$ cat src/rtl/ovl_never_arbiter_if.sv
// Requester-side handshake bundle for ovl_never_arbiter.
// The requesters drive valid/expr. The arbiter drives the one-hot ready grant.
interface ovl_never_arbiter_if #(
    parameter int NUM_REQ = 4
);
    logic [NUM_REQ-1:0] req_valid;
    logic [NUM_REQ-1:0] req_expr;
    logic [NUM_REQ-1:0] req_ready;

    modport master (
        output req_valid,
        output req_expr,
        input  req_ready
    );

    modport slave (
        input  req_valid,
        input  req_expr,
        output req_ready
    );
endinterface

$ cat src/rtl/ovl_never_arbiter.sv
// ovl_never_arbiter
//
// Shares one "never"-style assertion checker among NUM_REQ requesters.
// A round-robin arbiter picks one sample per cycle and forwards it, registered,
// to the checker's test_expr. The checker is held in reset for HOLDOFF+1 edges
// after system reset releases. The block also keeps per-source sticky fire
// flags, a saturating fire count and a one-cycle fire pulse tagged with its
// source.
//
// Optional feature macro: OVL_NEVER_ARB_XCHECK_EN
//   defined   : X/Z samples fire and are forwarded unchanged (4-state check)
//   undefined : X/Z samples neither fire nor propagate; they forward as 0
//
// state | meaning
// ------+--------------------------------------------------------------
// HOLD  | checker held in reset, no grants, hold-off counter running
// RUN   | checker released, round-robin arbitration active (left by reset only)
module ovl_never_arbiter #(
    parameter  int NUM_REQ = 4,
    parameter  int CNT_W   = 8,
    parameter  int HOLDOFF = 2,
    localparam int SRC_W   = $clog2(NUM_REQ)
) (
    input  logic               clock,
    input  logic               reset,
    ovl_never_arbiter_if.slave req,
    input  logic               clear,
    output logic               chk_reset,
    output logic               chk_expr,
    output logic [SRC_W-1:0]   chk_src,
    output logic               fire,
    output logic [SRC_W-1:0]   fire_src,
    output logic [NUM_REQ-1:0] fire_sticky,
    output logic [CNT_W-1:0]   fire_count
);

    localparam int HC_W = (HOLDOFF < 1) ? 1 : $clog2(HOLDOFF + 1);

    typedef enum logic {
        HOLD = 1'b0,
        RUN  = 1'b1
    } state_t;

    state_t             state;
    state_t             state_nxt;
    logic [HC_W-1:0]    hold_cnt;
    logic [HC_W-1:0]    hold_cnt_nxt;

    logic [SRC_W-1:0]   ptr;
    logic [SRC_W-1:0]   ptr_nxt;
    logic [SRC_W-1:0]   grant_idx;
    logic [NUM_REQ-1:0] grant_oh;
    logic               grant_found;
    logic               xfer;
    logic               sel_expr;
    logic               sel_hit;
    logic               fwd_val;
    logic               fire_hit;

    // FSM state and hold-off counter register
    always_ff @(posedge clock or negedge reset) begin
        if (!reset) begin
            state    <= HOLD;
            hold_cnt <= HC_W'(HOLDOFF);
        end else begin
            state    <= state_nxt;
            hold_cnt <= hold_cnt_nxt;
        end
    end

    // FSM next state, hold-off countdown and checker reset decode
    always_comb begin
        state_nxt    = state;
        hold_cnt_nxt = hold_cnt;
        chk_reset    = 1'b0;
        case (state)
            HOLD: begin
                if (hold_cnt == '0) begin
                    state_nxt = RUN;
                end else begin
                    hold_cnt_nxt = hold_cnt - 1'b1;
                end
            end
            RUN: begin
                chk_reset = 1'b1;
            end
            default: begin
                state_nxt = HOLD;
            end
        endcase
    end

    // Round-robin search: first valid requester at or after the pointer, wrapping
    always_comb begin
        int idx;
        grant_found = 1'b0;
        grant_idx   = '0;
        for (int k = 0; k < NUM_REQ; k++) begin
            idx = int'(ptr) + k;
            if (idx >= NUM_REQ) begin
                idx = idx - NUM_REQ;
            end
            if (!grant_found && req.req_valid[idx]) begin
                grant_found = 1'b1;
                grant_idx   = SRC_W'(idx);
            end
        end
    end

    // Grant decode; ready is only ever offered while running
    always_comb begin
        grant_oh            = '0;
        grant_oh[grant_idx] = 1'b1;
        xfer                = grant_found && (state == RUN);
        req.req_ready       = xfer ? grant_oh : '0;
        ptr_nxt             = (grant_idx == SRC_W'(NUM_REQ - 1)) ? '0 : grant_idx + 1'b1;
    end

    // Sample classification for the winning requester
`ifdef OVL_NEVER_ARB_XCHECK_EN
    // Anything other than a clean 0 violates "never"; X/Z passes through untouched.
    always_comb begin
        sel_expr = req.req_expr[grant_idx];
        sel_hit  = (sel_expr !== 1'b0);
        fwd_val  = sel_expr;
        fire_hit = xfer && sel_hit;
    end
`else
    // Only a clean 1 counts; an unknown sample takes the else path and forwards 0.
    always_comb begin
        sel_expr = req.req_expr[grant_idx];
        sel_hit  = 1'b0;
        if (sel_expr == 1'b1) begin
            sel_hit = 1'b1;
        end
        fwd_val  = sel_hit;
        fire_hit = xfer && sel_hit;
    end
`endif

    // Priority pointer advances past the winner only on a transfer
    always_ff @(posedge clock or negedge reset) begin
        if (!reset) begin
            ptr <= '0;
        end else if (xfer) begin
            ptr <= ptr_nxt;
        end
    end

    // Forwarding register: idle cycles present FALSE, source index holds
    always_ff @(posedge clock or negedge reset) begin
        if (!reset) begin
            chk_expr <= 1'b0;
            chk_src  <= '0;
        end else if (xfer) begin
            chk_expr <= fwd_val;
            chk_src  <= grant_idx;
        end else begin
            chk_expr <= 1'b0;
        end
    end

    // Fire pulse and its source tag, aligned with the forwarded sample
    always_ff @(posedge clock or negedge reset) begin
        if (!reset) begin
            fire     <= 1'b0;
            fire_src <= '0;
        end else begin
            fire <= fire_hit;
            if (fire_hit) begin
                fire_src <= grant_idx;
            end
        end
    end

    // Sticky flags and saturating count; a simultaneous fire survives a clear
    always_ff @(posedge clock or negedge reset) begin
        if (!reset) begin
            fire_sticky <= '0;
            fire_count  <= '0;
        end else if (clear) begin
            fire_sticky <= fire_hit ? grant_oh : '0;
            fire_count  <= fire_hit ? CNT_W'(1) : '0;
        end else if (fire_hit) begin
            fire_sticky <= fire_sticky | grant_oh;
            if (fire_count != {CNT_W{1'b1}}) begin
                fire_count <= fire_count + 1'b1;
            end
        end
    end

endmodule

$ cat src/flat_wrapper.sv
// flat-port wrapper written by rule: the top's interface ports become plain ports
module ovl_never_arbiter_flat 
#(
    parameter  int NUM_REQ = 4,
    parameter  int CNT_W   = 8,
    parameter  int HOLDOFF = 2,
    localparam int SRC_W   = $clog2(NUM_REQ)
)
  (clock, reset, clear, chk_reset, chk_expr, chk_src, fire, fire_src, fire_sticky, fire_count, req_req_valid, req_req_expr, req_req_ready);
  ovl_never_arbiter_if #(.NUM_REQ(NUM_REQ)) req_i ();
  input  logic clock;
  input  logic reset;
  input  logic clear;
  output logic chk_reset;
  output logic chk_expr;
  output logic [SRC_W-1:0] chk_src;
  output logic fire;
  output logic [SRC_W-1:0] fire_src;
  output logic [NUM_REQ-1:0] fire_sticky;
  output logic [CNT_W-1:0] fire_count;
  input wire logic [$bits(req_i.req_valid)-1:0] req_req_valid;
  input wire logic [$bits(req_i.req_expr)-1:0] req_req_expr;
  output wire logic [$bits(req_i.req_ready)-1:0] req_req_ready;
  assign req_i.req_valid = req_req_valid;
  assign req_i.req_expr = req_req_expr;
  assign req_req_ready = req_i.req_ready;
  ovl_never_arbiter #(.NUM_REQ(NUM_REQ), .CNT_W(CNT_W), .HOLDOFF(HOLDOFF)) u_core (.clock(clock), .reset(reset), .req(req_i), .clear(clear), .chk_reset(chk_reset), .chk_expr(chk_expr), .chk_src(chk_src), .fire(fire), .fire_src(fire_src), .fire_sticky(fire_sticky), .fire_count(fire_count));
endmodule
$ cat config.mk
export PLATFORM = sky130hd
export DESIGN_NAME = ovl_never_arbiter_flat
export DESIGN_NICKNAME = d
export VERILOG_FILES = /design/src/rtl/ovl_never_arbiter_if.sv /design/src/rtl/ovl_never_arbiter.sv /design/src/flat_wrapper.sv
export SDC_FILE = /design/constraint.sdc
export NUM_CORES = 1
export LEC_CHECK = 0
export ABC_AREA = 1
export CAP_MARGIN = 20
export CELL_PAD_IN_SITES_DETAIL_PLACEMENT = 2
export CELL_PAD_IN_SITES_GLOBAL_PLACEMENT = 2
export CORE_MARGIN = 2
export CORE_UTILIZATION = 29
export CTS_CLUSTER_SIZE = 12
export DETAILED_ROUTE_END_ITERATION = 12
export GPL_ROUTABILITY_DRIVEN = 0
export PLACE_DENSITY_LB_ADDON = 0.25
export SLEW_MARGIN = 5
export SYNTH_ARGS = -nofsm -noshare
export SYNTH_HDL_FRONTEND = slang
export SYNTH_SLANG_ARGS = --single-unit
$ cat constraint.sdc
create_clock -name clock -period 2.3 [get_ports clock]
set_input_delay 0.46 -clock clock [delete_from_list [all_inputs] [get_ports clock]]
set_output_delay 0.46 -clock clock [all_outputs]
set_load 0.03 [all_outputs]
-- Yosys cells after proc, flatten, opt, wreduce, memory -nomap -nowiden
Index checks and enable logic that the tools add are counted.
- register bits: 23
- input bits: 11
- add/sub/neg operators: 10
- reduce and logical (&&, ||, !) cells: 14
- bitwise logic cells: 3
- eq/ne operators: 2
- muxes and demuxes: 42
- magnitude comparators: 10
- operators by type and width (cell ; count):
    32-bit by 4-bit less-than comparator with 1-bit output (second input constant) ; 4
    32-bit two-way mux ; 4
    32-bit by 4-bit >= comparator with 1-bit output (second input constant) ; 3
    32-bit by 4-bit subtractor with 32-bit output (second input constant) ; 3
    8-bit two-way mux ; 3
    1-bit two-way mux ; 20
    4-bit two-way mux ; 4
    1-bit binary-select mux with 2-bit select ; 5
    2-bit two-way mux ; 5
    8-bit by 1-bit adder with 8-bit output (second input constant) ; 1
    8-bit != test (second input constant) ; 1
    2-bit by 2-bit adder with 3-bit output (second input constant) ; 2
    1-bit logical AND ; 6
    4-bit bitwise OR ; 1
    2-bit AND reduction ; 2
    2-bit nonzero test ; 2
    2-bit by 3-bit subtractor with 4-bit output (second input constant) ; 1
    2-bit by 1-bit adder with 3-bit output (second input constant) ; 1
    2-bit by 3-bit >= comparator with 1-bit output (second input constant) ; 1
    1-bit logical NOT ; 3
    2-bit by 3-bit less-than comparator with 1-bit output (second input constant) ; 1
    2-bit by 1-bit adder with 2-bit output (second input constant) ; 1
    1-bit demux with 2-bit select ; 1
    2-bit equality test (second input constant) ; 1
    4 further kinds ; 5

-- Depth between registers and ports, before layout
- depth in word-level cells: 22
- depth in mapped cells: 17
- gate-level depth less buffers: 16

-- Worst setup path after synthesis
No wires, ideal clock.
- path type: register -> output
- start point: register u_core.ptr[0]
- end point: output port req_req_ready[2]
- setup slack: -31 ps
- stages on the path, launching flop included: 14
- data required time: 1840 ps
- path buffers: 1
- data arrival time: 1871 ps
- cell sequence: dfrtp_1 -> buf_6 -> inv_8 -> nand2_2 -> nand3_1 -> nand2_2 -> nor2_8 -> nand2_1 -> nand3_2 -> nand2_2 -> inv_1 -> ha_1 -> inv_1 -> nor2_1
- longest elaborated chain between the ends: 20
- RTL lines (element ; RTL line ; text):
    start, declared ; ovl_never_arbiter.sv:49 ; logic [SRC_W-1:0] ptr;
    start signal, assigned ; ovl_never_arbiter.sv:146 ; ptr <= ptr_nxt;
    parallel branches: the longest is 14 deep, another holds 32-bit by 4-bit subtractor with 32-bit output ; - ;
    2-bit two-way mux (*) ; ovl_never_arbiter.sv:103 ; if (!grant_found && req.req_valid[idx]) begin
    via u_core.grant_idx[1] ; ovl_never_arbiter.sv:51 ; logic [SRC_W-1:0] grant_idx;
    2-bit by 3-bit less-than comparator with 1-bit output (not written as such) / 2-bit by 1-bit >= comparator with 1-bit output (equally long branches) ; ovl_never_arbiter.sv:113 ; grant_oh[grant_idx] = 1'b1;
    1-bit logical AND (not written as such) ; ovl_never_arbiter.sv:113 ;
    1-bit two-way mux (not written as such) ; ovl_never_arbiter.sv:113 ;
    1-bit demux with 2-bit select (*) ; - ;
    4-bit two-way mux (*) ; ovl_never_arbiter.sv:115 ; req.req_ready = xfer ? grant_oh : '0;
    end, declared ; flat_wrapper.sv:23 ; output wire logic [$bits(req_i.req_ready)-1:0] req_req_ready;
Mark *: on every way through the listed nets, which the timed path passes. The select of a mux whose other input is x is not followed.

-- Final worst setup path
- start point: register u_core.ptr[0]
- end point: output port req_req_ready[1]
Same word-level chain as after synthesis.

==> impl_results.md <==
- I/O Buffers: 33
- ANT nets after route: 0
- CP bufs+invs: 5
- HPWL reported at the end of detailed placement: between 3000 and 4000 um
- Die area: between 6000 and 7000 um^2
- Synth Cell Area: 1567 um^2
- Crit Path Category: reg -> out
- Startpoint types: flop
- Filler instances: about 560
- Crit path from: u_core.ptr[0]
- Count of final setup violators: 19
- H-tree levels: 1
- Initial DRC Count: 67
- RSZ-0062 raised after global routing: yes
- Slew at the pin with the worst max-slew slack: 0.3251 ns
- Clk root buf: clkbuf_8
- Critical path destination: req_req_ready[1]
- Min Tclk post-route: between 2 and 3 ns
- Detailed-route DRC error count: 0
- Cell count after synthesis: 195
- Syn_nets: between 200 and 250
- Register area share after synthesis: approximately a third
- CTS tree: built
- Num CTS Buffers: 3
- Initial antenna violation count: 0
- Most common cell after layout, fill and taps aside: nand2_1
- Setup WS post-layout: -0.3152 ns
- Post-synth EDFFs: 0
- # diodes: 0
- Reg2reg start: u_core.ptr[0]
- Failing checks: setup timing
- Min Hold Slack: 0.4766 ns
- Starting Density: 30.29%
- Worst Hold Class: reg -> reg
- Syn avg cell area: 8.033 um^2
- Top FF cell, synth: dfrtp_1
- Area Overhead vs Synth: 52.96%
- Area contributors post-synth: dfrtp_1 34%, nand2_1 14%, nand2_4 6.5%
- Stages on worst setup path: 14
- Post-synth ARST share: 100.0%
- CTS Buffer Depth: 2
- CP Capture Type: output port
- Worst-path clk slew: 0.09 ns
- Overall Global Routing Usage: 17.92%
- Slew headroom: ~80%
- Later-pin clock latency in the skew report: 0.27 ns
- Core footprint: 5172 um^2
- Largest area contributor in the netlist: dfrtp_1
- Drt pass-1 iters: 4
- Largest stage delay on the critical path: between 0.4 and 0.5 ns
- # rows: 26
- Largest net degree at the start of global routing: 23
- Via density: approximately 4.7
- Routed vias: 1523
- Most frequent cells in the layout: 52 x nand2_1, 27 x buf_4, 25 x clkdlybuf4s50_1
- Reg2Reg Setup Slack: -0.23 ns
- Die X: 77.50 um
- Clk sink count: 22
- I/O pin count: 34
- Worst path top cell family by delay: simple AND/OR/NAND/NOR gates
- FF+latch area: 551.8 um^2
- Routed wire per std cell: about 17 um
- FF+latch count, synth: 22
- Drt total wl: 5502 um
- Fin crit share: 113.7%
- Maxcap violations: 0
- Synth warn: 0
- Synth top area share: between 30% and 40%
- Reg2reg path depth: 17
- GRT overflow: 0
- Cell Chain, Critical Path: buf_12 > inv_8 > nand2_2 > nand2_4 > nand2_1 > nand2_1 > nand2_2 > nand3_2 > nand3_4 > inv_4 > ha_4 > inv_1 > nor2_2 > buf_6
- Status: finished, violations left
- Hold Crit Start: u_core.hold_cnt[0]
- CP required: about 1.8 ns
- Fraction of layout instances using a drive strength above 1: 39.69%
- Hold buffer count at CTS: 0
- Clock skew: roughly 0.0057 ns
- Synth cell types: 27
- Final net count: 275
- Final hold violations: 0
- Chip height: 77.50 um
- Worst Path Arrival: 2.16 ns
- Final Max Slew Viols: 0
- Worst path slowest cell: dfrtp_1
- Reg2reg end: u_core.fire_count[6]
- Multi-input gate area: 1035 um^2
- Worst-path fanout max: 10
- Fmax achieved: 382.4 MHz
- First-pass GRT wire length: 8535 um
- Vias in the first global route: ~1600
==> per-stage QoR <==
step | cells | setup TNS, ns | instance area [um^2] | setup slack (ns) | utilization (%)
after detailed placement | 317 | -4.741 | 2121 | -0.4649 | 41.00
final | 327 | -3.002 | 2396 | -0.3152 | 46.32
after floorplan | 195 | 0 | 1574 | 0.01370 | -
after CTS | 326 | -1.048 | 2342 | -0.2900 | 45.28
after global routing | 327 | -5.585 | 2396 | -0.4700 | 46.32
after global placement | 317 | -3.403 | 2121 | -0.4026 | 41.00
==> routing by layer <==
layer	vias up	routed length [um]	track usage, %
met5	-	0	0
met4	0	65	1.607
met3	8	199	3.140
met2	37	2789	31.83
met1	750	2447	23.62
li1	728	-	-
==> what timing repair did <==
action,CTS,global route
pin swaps,19,3
setup endpoints to repair,4,19
resized for setup,40,8
buffers inserted,5,1
hold endpoints to repair,0,0
==> area by class of cell <==
type,instances,share of cell area (%)
tap,70,3.655
clock buffer,3,1.723
inverter,22,4.073
clock inverter,1,1.253
sequential,22,23.03
multi-input combinational,148,43.19
timing repair buffer,61,23.08
==> Yosys cell counts, types with 2 or more instances <==
| library cell | n |
|---|---|
| a21oi_2 | 2 |
| dfrtp_1 | 21 |
| ha_1 | 6 |
| inv_1 | 19 |
| nand2_1 | 59 |
| nand2_2 | 15 |
| nand2_4 | 9 |
| nand3_1 | 13 |
| nand3_2 | 3 |
| nand3_4 | 3 |
| nand4_1 | 5 |
| nor2_1 | 18 |
| o21ai_0 | 3 |
| xor2_1 | 6 |
==> how the worst min path moves through the flow <==
stage	to	slack, ns	cells past startpoint
6_report	u_core.hold_cnt[0]	0.48	1
5_1_grt	u_core.hold_cnt[0]	0.51	1
4_1_cts	u_core.hold_cnt[0]	0.48	1
3_5_place_dp	u_core.hold_cnt[0]	0.46	1
3_3_place_gp	u_core.hold_cnt[0]	0.46	1
2_1_floorplan	u_core.chk_expr	0.16	0
==> state kept, by name, summed over array words and instances (netlist names) <==
signal and flops:
u_core.fire_sticky 4, u_core.chk_expr 1, u_core.fire_src 2, u_core.ptr 2, u_core.hold_cnt 2, u_core.chk_src 2
u_core.fire_count 8, u_core.state 1
==> cells by family after synthesis <==
kind of cell / Yosys count / share of synthesized area (%)
compound gates: 6 / 2.556
flops: 22 / 35.22
buf+inv: 25 / 8.227
xor+xnor: 6 / 3.355
fa+ha+maj: 6 / 4.792
simple gates: 130 / 45.85
Power is left out: the tool's default activity adds up to more than one toggle a clock period on the data nets, which glitch-free logic cannot reach.
